File: src/rtl/multicycle_control_unit.sv
// multicycle_control_unit
//   Moore control sequencer for the 32-bit MIPS multi-cycle datapath. The
//   state register drives every datapath mux select and write enable for
//   one step per cycle: fetch, decode, memory access, ALU work and PC update.
//
// Optional feature (macro MC_BNE_EN):
//   defined   -> opcode 000101 (bne) is decoded and branches when zero = 0
//   undefined -> opcode 000101 is treated as an illegal opcode
//
// Ports:
//   clk          in   system clock, rising-edge state updates
//   reset_n      in   asynchronous active-low reset
//   opcode[5:0]  in   instr[31:26] from the instruction register
//   funct[5:0]   in   instr[5:0] from the instruction register
//   zero         in   ALU zero flag
//   iord, mem_write, ir_write, reg_dst, mem_to_reg, reg_write, alu_src_a
//                out  single-bit datapath selects / write enables
//   alu_src_b[1:0], pc_src[1:0]   out  datapath mux selects
//   pc_en        out  PC load enable (pc_write | branch & taken)
//   alu_control[2:0] out ALU function
//   illegal_op   out  high in DECODE when the opcode is not recognised
//   state[3:0]   out  current state code, for debug
module multicycle_control_unit (
    input  logic       clk,
    input  logic       reset_n,
    input  logic [5:0] opcode,
    input  logic [5:0] funct,
    input  logic       zero,
    output logic       iord,
    output logic       mem_write,
    output logic       ir_write,
    output logic       reg_dst,
    output logic       mem_to_reg,
    output logic       reg_write,
    output logic       alu_src_a,
    output logic [1:0] alu_src_b,
    output logic [1:0] pc_src,
    output logic       pc_en,
    output logic [2:0] alu_control,
    output logic       illegal_op,
    output logic [3:0] state
);

    typedef enum logic [3:0] {
        S_FETCH    = 4'd0,
        S_DECODE   = 4'd1,
        S_MEMADR   = 4'd2,
        S_MEMRD    = 4'd3,
        S_MEMWB    = 4'd4,
        S_MEMWR    = 4'd5,
        S_EXECUTE  = 4'd6,
        S_ALUWB    = 4'd7,
        S_BRANCH   = 4'd8,
        S_ADDIEXEC = 4'd9,
        S_ADDIWB   = 4'd10,
        S_JUMP     = 4'd11
    } state_t;

    localparam logic [5:0] OP_RTYPE = 6'b000000;
    localparam logic [5:0] OP_LW    = 6'b100011;
    localparam logic [5:0] OP_SW    = 6'b101011;
    localparam logic [5:0] OP_BEQ   = 6'b000100;
    localparam logic [5:0] OP_ADDI  = 6'b001000;
    localparam logic [5:0] OP_J     = 6'b000010;
`ifdef MC_BNE_EN
    localparam logic [5:0] OP_BNE   = 6'b000101;
`endif

    state_t state_q, state_d;

    // Raw Moore outputs before reset gating
    logic       ir_write_raw, mem_write_raw, reg_write_raw, illegal_raw;
    logic       pc_write, branch, branch_taken, state_ok;
    logic [1:0] alu_op;

    // ALU function decode from ALUOp and the R-type funct field
    function automatic logic [2:0] alu_decode(input logic [1:0] op, input logic [5:0] fn);
        logic [2:0] ctl;
        ctl = 3'b010;
        if (op == 2'b01) begin
            ctl = 3'b110;
        end else if (op == 2'b10) begin
            case (fn)
                6'b100000: ctl = 3'b010;
                6'b100010: ctl = 3'b110;
                6'b100100: ctl = 3'b000;
                6'b100101: ctl = 3'b001;
                6'b101010: ctl = 3'b111;
                default:   ctl = 3'b010;
            endcase
        end
        return ctl;
    endfunction

`ifdef MC_BNE_EN
    // Remember which branch flavour was decoded so BRANCH need not re-read opcode
    logic is_bne_q, is_bne_d;

    always_ff @(posedge clk or negedge reset_n) begin
        if (!reset_n) begin
            state_q  <= S_FETCH;
            is_bne_q <= 1'b0;
        end else begin
            state_q  <= state_d;
            is_bne_q <= is_bne_d;
        end
    end

    always_comb begin
        is_bne_d = is_bne_q;
        if (state_q == S_DECODE) begin
            is_bne_d = (opcode == OP_BNE);
        end
    end

    assign branch_taken = is_bne_q ? ~zero : zero;
`else
    always_ff @(posedge clk or negedge reset_n) begin
        if (!reset_n) begin
            state_q <= S_FETCH;
        end else begin
            state_q <= state_d;
        end
    end

    assign branch_taken = zero;
`endif

    always_comb begin
        state_d       = S_FETCH;
        iord          = 1'b0;
        mem_write_raw = 1'b0;
        ir_write_raw  = 1'b0;
        reg_dst       = 1'b0;
        mem_to_reg    = 1'b0;
        reg_write_raw = 1'b0;
        alu_src_a     = 1'b0;
        alu_src_b     = 2'b00;
        pc_src        = 2'b00;
        pc_write      = 1'b0;
        branch        = 1'b0;
        alu_op        = 2'b00;
        illegal_raw   = 1'b0;
        state_ok      = 1'b1;
        case (state_q)
            S_FETCH: begin
                alu_src_b    = 2'b01;
                ir_write_raw = 1'b1;
                pc_write     = 1'b1;
                state_d      = S_DECODE;
            end
            S_DECODE: begin
                alu_src_b = 2'b11;
                case (opcode)
                    OP_LW, OP_SW: state_d = S_MEMADR;
                    OP_RTYPE:     state_d = S_EXECUTE;
                    OP_BEQ:       state_d = S_BRANCH;
`ifdef MC_BNE_EN
                    OP_BNE:       state_d = S_BRANCH;
`endif
                    OP_ADDI:      state_d = S_ADDIEXEC;
                    OP_J:         state_d = S_JUMP;
                    default: begin
                        state_d     = S_FETCH;
                        illegal_raw = 1'b1;
                    end
                endcase
            end
            S_MEMADR: begin
                alu_src_a = 1'b1;
                alu_src_b = 2'b10;
                state_d   = (opcode == OP_SW) ? S_MEMWR : S_MEMRD;
            end
            S_MEMRD: begin
                iord    = 1'b1;
                state_d = S_MEMWB;
            end
            S_MEMWB: begin
                mem_to_reg    = 1'b1;
                reg_write_raw = 1'b1;
            end
            S_MEMWR: begin
                iord          = 1'b1;
                mem_write_raw = 1'b1;
            end
            S_EXECUTE: begin
                alu_src_a = 1'b1;
                alu_op    = 2'b10;
                state_d   = S_ALUWB;
            end
            S_ALUWB: begin
                reg_dst       = 1'b1;
                reg_write_raw = 1'b1;
            end
            S_BRANCH: begin
                alu_src_a = 1'b1;
                alu_op    = 2'b01;
                pc_src    = 2'b01;
                branch    = 1'b1;
            end
            S_ADDIEXEC: begin
                alu_src_a = 1'b1;
                alu_src_b = 2'b10;
                state_d   = S_ADDIWB;
            end
            S_ADDIWB: begin
                reg_write_raw = 1'b1;
            end
            S_JUMP: begin
                pc_src   = 2'b10;
                pc_write = 1'b1;
            end
            default: begin
                // Unused codes 12-15: everything low, recover through FETCH
                state_ok = 1'b0;
            end
        endcase
    end

    // Write enables are gated by reset_n so an asserted reset kills them at once
    assign ir_write    = ir_write_raw & reset_n;
    assign mem_write   = mem_write_raw & reset_n;
    assign reg_write   = reg_write_raw & reset_n;
    assign illegal_op  = illegal_raw & reset_n;
    assign pc_en       = (pc_write | (branch & branch_taken)) & reset_n;
    assign alu_control = state_ok ? alu_decode(alu_op, funct) : 3'b000;
    assign state       = state_q;

endmodule

File: config.mk
export PLATFORM = sky130hd
export DESIGN_NAME = multicycle_control_unit
export DESIGN_NICKNAME = d
export VERILOG_FILES = /design/src/rtl/multicycle_control_unit.sv
export SDC_FILE = /design/constraint.sdc
export NUM_CORES = 1
export LEC_CHECK = 0
export CAP_MARGIN = 15
export CORE_MARGIN = 3
export CORE_UTILIZATION = 30
export CTS_CLUSTER_SIZE = 30
export DETAILED_ROUTE_END_ITERATION = 12
export DONT_BUFFER_PORTS = 1
export SETUP_SLACK_MARGIN = 0.1
export SYNTH_ARGS = -nofsm -noshare
export SYNTH_HDL_FRONTEND = slang
export SYNTH_SLANG_ARGS = --single-unit
File: constraint.sdc
create_clock -name clk -period 2.4 [get_ports clk]
set_input_delay 0.72 -clock clk [delete_from_list [all_inputs] [get_ports clk]]
set_output_delay 0.72 -clock clk [all_outputs]
set_load 0.02 [all_outputs]
* Yosys cells after proc, flatten, opt, wreduce, memory -nomap -nowiden *
Index checks and enable logic that the tools add are counted.

word-level totals
  output and inout bits = 20
  flip-flop bits (word level) = 4
  bits of input ports = 15

cells by class
  multiplexer cells = 22
  reduce and logical (&&, ||, !) cells = 10
  bitwise gates (word level) = 7
  eq/ne operators = 22

operator list
  operator                                             number
  equality test 6 bit, second input constant           6
  case mux 4 bit (6 select lines)                      1
  case mux 4 bit (5 select lines)                      1
  equality test 4 x 3 -> 1 bit, second input constant  4
  equality test 4 bit, second input constant           4
  two-way mux 1 bit                                    12
  two-way mux 3 bit                                    4
  case mux 3 bit (4 select lines)                      1
  OR reduction 12 bit                                  1
  equality test 4 x 2 -> 1 bit, second input constant  2
  case mux 2 bit (2 select lines)                      2
  OR reduction 2 bit                                   4
  AND 1 bit                                            6
  equality test 6 x 2 -> 1 bit, second input constant  1
  equality test 6 x 3 -> 1 bit, second input constant  1
  equality test 6 x 4 -> 1 bit, second input constant  1
  logical NOT 6 bit                                    1
  case mux 2 bit (3 select lines)                      1
  OR reduction 6 bit                                   1
  equality test 4 x 1 -> 1 bit, second input constant  1
  logical NOT 4 bit                                    1
  OR reduction 4 bit                                   1
  OR reduction 3 bit                                   1
  equality test 2 x 1 -> 1 bit, second input constant  1
  2 further kinds                                      2

* Depth between registers and ports, before layout *
Gate-level depths: netlist of run 1.

  word-level depth = 6
  gate-level depth with buffers = 4
  depth with buffers taken out = 3

* Worst setup path before layout of run 1 *
No wires, ideal clock.

  kind = input to output
  from = input port opcode[3]
  to = output port illegal_op
  arrival = 1.746 ns
  required time = 1.680 ns
  path slack = -0.066 ns
  stages = 4
  path buffers = 1
  cell sequence = buf_2 xor2_1 o211ai_1 nor3b_1

on the way
  longest elaborated chain between the ends = 5

RTL lines
  what                                         line  RTL
  from (decl)                                  26    input logic [5:0] opcode,
  equality test 6 bit (tied with other cells)  154   case (opcode)
  OR reduction 6 bit (no line) *               n/a
  two-way mux 1 bit *                          154
  two-way mux 1 bit *                          145   case (state_q)
  AND 1 bit *                                  224   assign illegal_op = illegal_raw & reset_n;
  to (decl)                                    40    output logic illegal_op,

Every way passes the cells marked *; elsewhere a longest branch is shown, timed or not.

* Final worst setup path of run 1 *
  from = input port opcode[0]
  to = output port illegal_op

Same word-level chain as after synthesis.

==> results of run 1 <==
critical path: stages:
cell	delay (ns)
or4_4	0.54
o311ai_4	0.23
nor3b_2	0.07
buf_4	0.16
synth_stat cells, drive strengths merged, types with 3 or more instances:
master	count	area share (%)
a21oi	5	4.4
nand2	5	3.3
nand3	5	4.4
nor3	5	4.4
clkbuf	4	2.6
dfrtp	4	18
nand2b	4	4.4
nor2	4	2.6
nor2b	4	4.4
nor3b	4	5.3
o21ai	4	3.5
and3	3	3.3
inv	3	2.0
nor4b	3	8.4
xor2	3	4.6
final cells by class:
class | instances | area (µm²) | area share (%)
clock buffer | 3 | 22.5 | 2.86
inverter | 3 | 11.3 | 1.43
multi-input combinational | 65 | 483 | 61.4
sequential | 4 | 104 | 13.2
tap | 25 | 31.3 | 3.97
timing repair buffer | 18 | 135 | 17.2
what timing repair did:
action / in CTS / in global routing
buffers inserted: 0 / 2
endpoints found under the setup margin: 7 / 7
hold buffers: 0 / 0
cloned: 0 / 0
gates resized for setup: 5 / 7
path summary, 6_finish.rpt:
kind                           start         end  slack (ns)  cells after the start
hold reg to reg             state[3]    state[0]        0.62                      2
setup reg to reg            state[1]    state[1]        0.81                      3
min in group clk            state[3]    state[0]        0.62                      2
hold / removal               reset_n    state[3]        0.18                      0
max in group asynchronous    reset_n    state[0]        2.14                      0
setup / recovery           opcode[0]  illegal_op       -0.05                      4
power by group:
part	switching (W)	total [W]	internal, W
sequential	0.0000770	0.000173	0.0000960
combinational	0.000335	0.000604	0.000269
clock	0.0000304	0.0000865	0.0000561
routing by layer:
layer  part of all wire, %  wire length, µm  vias up
li1                      -                -      321
met1                    42              697      303
met2                    51              853       23
met3                   5.5               92        2
met4                   1.3               22        0
met5                     0                0        -
cell families (layout without fill, tap and decap cells):
| family | Yosys count | after routing | synth area share, % |
|---|---|---|---|
| AO/OA/AOI/OAI | 18 | 18 | 21.4 |
| AND/OR/NAND/NOR | 43 | 43 | 49.2 |
| flip-flops | 4 | 4 | 17.7 |
| XOR/XNOR | 4 | 4 | 6.18 |
| buffers and inverters | 8 | 24 | 5.52 |
metrics by stage:
| stage | hold slack (ns) | std cells | TNS (ns) | utilization [%] | total power, W |
|---|---|---|---|---|---|
| 6_report | 0.178 | 118 | -0.0505 | 44.6 | 0.000863 |
| 4_1_cts | 0.165 | 116 | -0.0533 | 42.5 | 0.000836 |
| 3_3_place_gp | 0.425 | 113 | -0.0483 | 40.3 | 0.000713 |
| 2_1_floorplan | 0.424 | 77 | 0 | - | 0.000560 |
| 5_1_grt | 0.168 | 118 | -0.0977 | 44.6 | 0.000919 |
| 3_5_place_dp | 0.425 | 113 | -0.0555 | 40.3 | 0.000724 |
==> flow_metrics.env, run 1 <==
export IMPL_fill_cells=201
export IMPL_syn_to_final_growth_pct=38.9
export IMPL_fin_crit_sh_pct=102
export IMPL_syn_area_per_cell_um2=7.36
export IMPL_cts_buffers=3
export IMPL_clkSinkCount=4
export IMPL_largest_reg_flops=4
export IMPL_cap_violations=0
export IMPL_synth_edf_count=0
export IMPL_ioPinCount=35
export IMPL_power_density_nw_per_um2=1100
export IMPL_vias=649
export IMPL_path_class="input pin to primary output"
export IMPL_met2_usage_pct=23.2
export IMPL_synthFlopType="dfrtp_1"
export IMPL_post_synth_num_cell_types=34
export IMPL_grt_overflow_total=0
export IMPL_drv_slew=0
export IMPL_die_w_um=49.5
export IMPL_yosys_warnings=0
export IMPL_clk_latency_ns=0.24
export IMPL_place_area_um2=711
export IMPL_avgViaCountPerCell=5.50
export IMPL_setup_viol=1
export IMPL_cts_tree="done"
export IMPL_rows=15
export IMPL_synthCells=77
export IMPL_layout_common_cells="buf_4 (18), nand2_1 (5), nor3_1 (5), nand3_1 (5)"
export IMPL_start_kind="input pin"
export IMPL_num_antenna_cells=0
export IMPL_preCtsSetupSlack_ns=-0.0555
export IMPL_drtPass1Iterations=4
export IMPL_ir_drop_mv=0.659
export IMPL_rsz0062_at_grt="true"
export IMPL_critPathCaptureType="primary output"
export IMPL_worst_path_max_fanout=4
export IMPL_hold_violations=0
export IMPL_p_leak_nw=0.306
export IMPL_clockBufferDepth=2
export IMPL_drive_gt1_share_pct=39.8
export IMPL_required_ns=1.68
export IMPL_use_met3_pct=1.81
export IMPL_die_height_um=49.5
export IMPL_violations="negative setup slack"
export IMPL_grt_max_degree=14
export IMPL_nets=110
export IMPL_synth_seq_cells=4
export IMPL_layout_commonest_cell="buf_4"
export IMPL_dp_hpwl_um=1290
export IMPL_routedWlPerCell_um=14.1
export IMPL_grt_pass1_vias=597
export IMPL_antenna_found_initial=0
export IMPL_period_needed_ns=2.45
export IMPL_globalplace_congestion=0.764
export IMPL_yosysSeqAreaShare_pct=17.7
export IMPL_use_met1_pct=15.9
export IMPL_drc=0
export IMPL_wl_um=1670
export IMPL_antenna_left=0
export IMPL_clk_pin_slew_ns=0.04
export IMPL_async_flop_share_pct=100
export IMPL_final_cell_area_um2=787
export IMPL_grt_use_total_pct=13.8
export IMPL_htreeDepth=1
export IMPL_syn_nets=92
export IMPL_dieArea_um2=2450
export IMPL_clock_skew_ns=0.000953
export IMPL_fmax_mhz=408
export IMPL_drt_first_iter_violations=12
export IMPL_hold_class="input pin to async pin"
export IMPL_busiest_layer="met2"
export IMPL_setup_slack_ns=-0.0505
export IMPL_start_util_pct=32.1
export IMPL_worstPathArrival_ns=1.73
export IMPL_status="finished, violations left"
export IMPL_syn_area_um2=567
export IMPL_fp_coreArea_um2=1760
export IMPL_tightest_slew_ns=0.498
export IMPL_cts_root_buf="clkbuf_4"
export IMPL_grt_pass1_wl_um=2580
export IMPL_port_buffers=0
export IMPL_slew_headroom_pct=66.4
(Power assumes the default switching activity.)
==> run 2, diff against run 1 <==
--- a/config.mk
+++ b/config.mk
@@ -5,9 +5,11 @@
 export SDC_FILE = /design/constraint.sdc
 export NUM_CORES = 1
 export LEC_CHECK = 0
+export ABC_AREA = 0
 export CAP_MARGIN = 15
 export CORE_MARGIN = 3
 export CORE_UTILIZATION = 30
+export CTS_CLUSTER_DIAMETER = 80
 export CTS_CLUSTER_SIZE = 30
 export DETAILED_ROUTE_END_ITERATION = 12
 export DONT_BUFFER_PORTS = 1
==> results of run 2 <==
No change in the layout: final DEF, timing and power equal those of run 1.
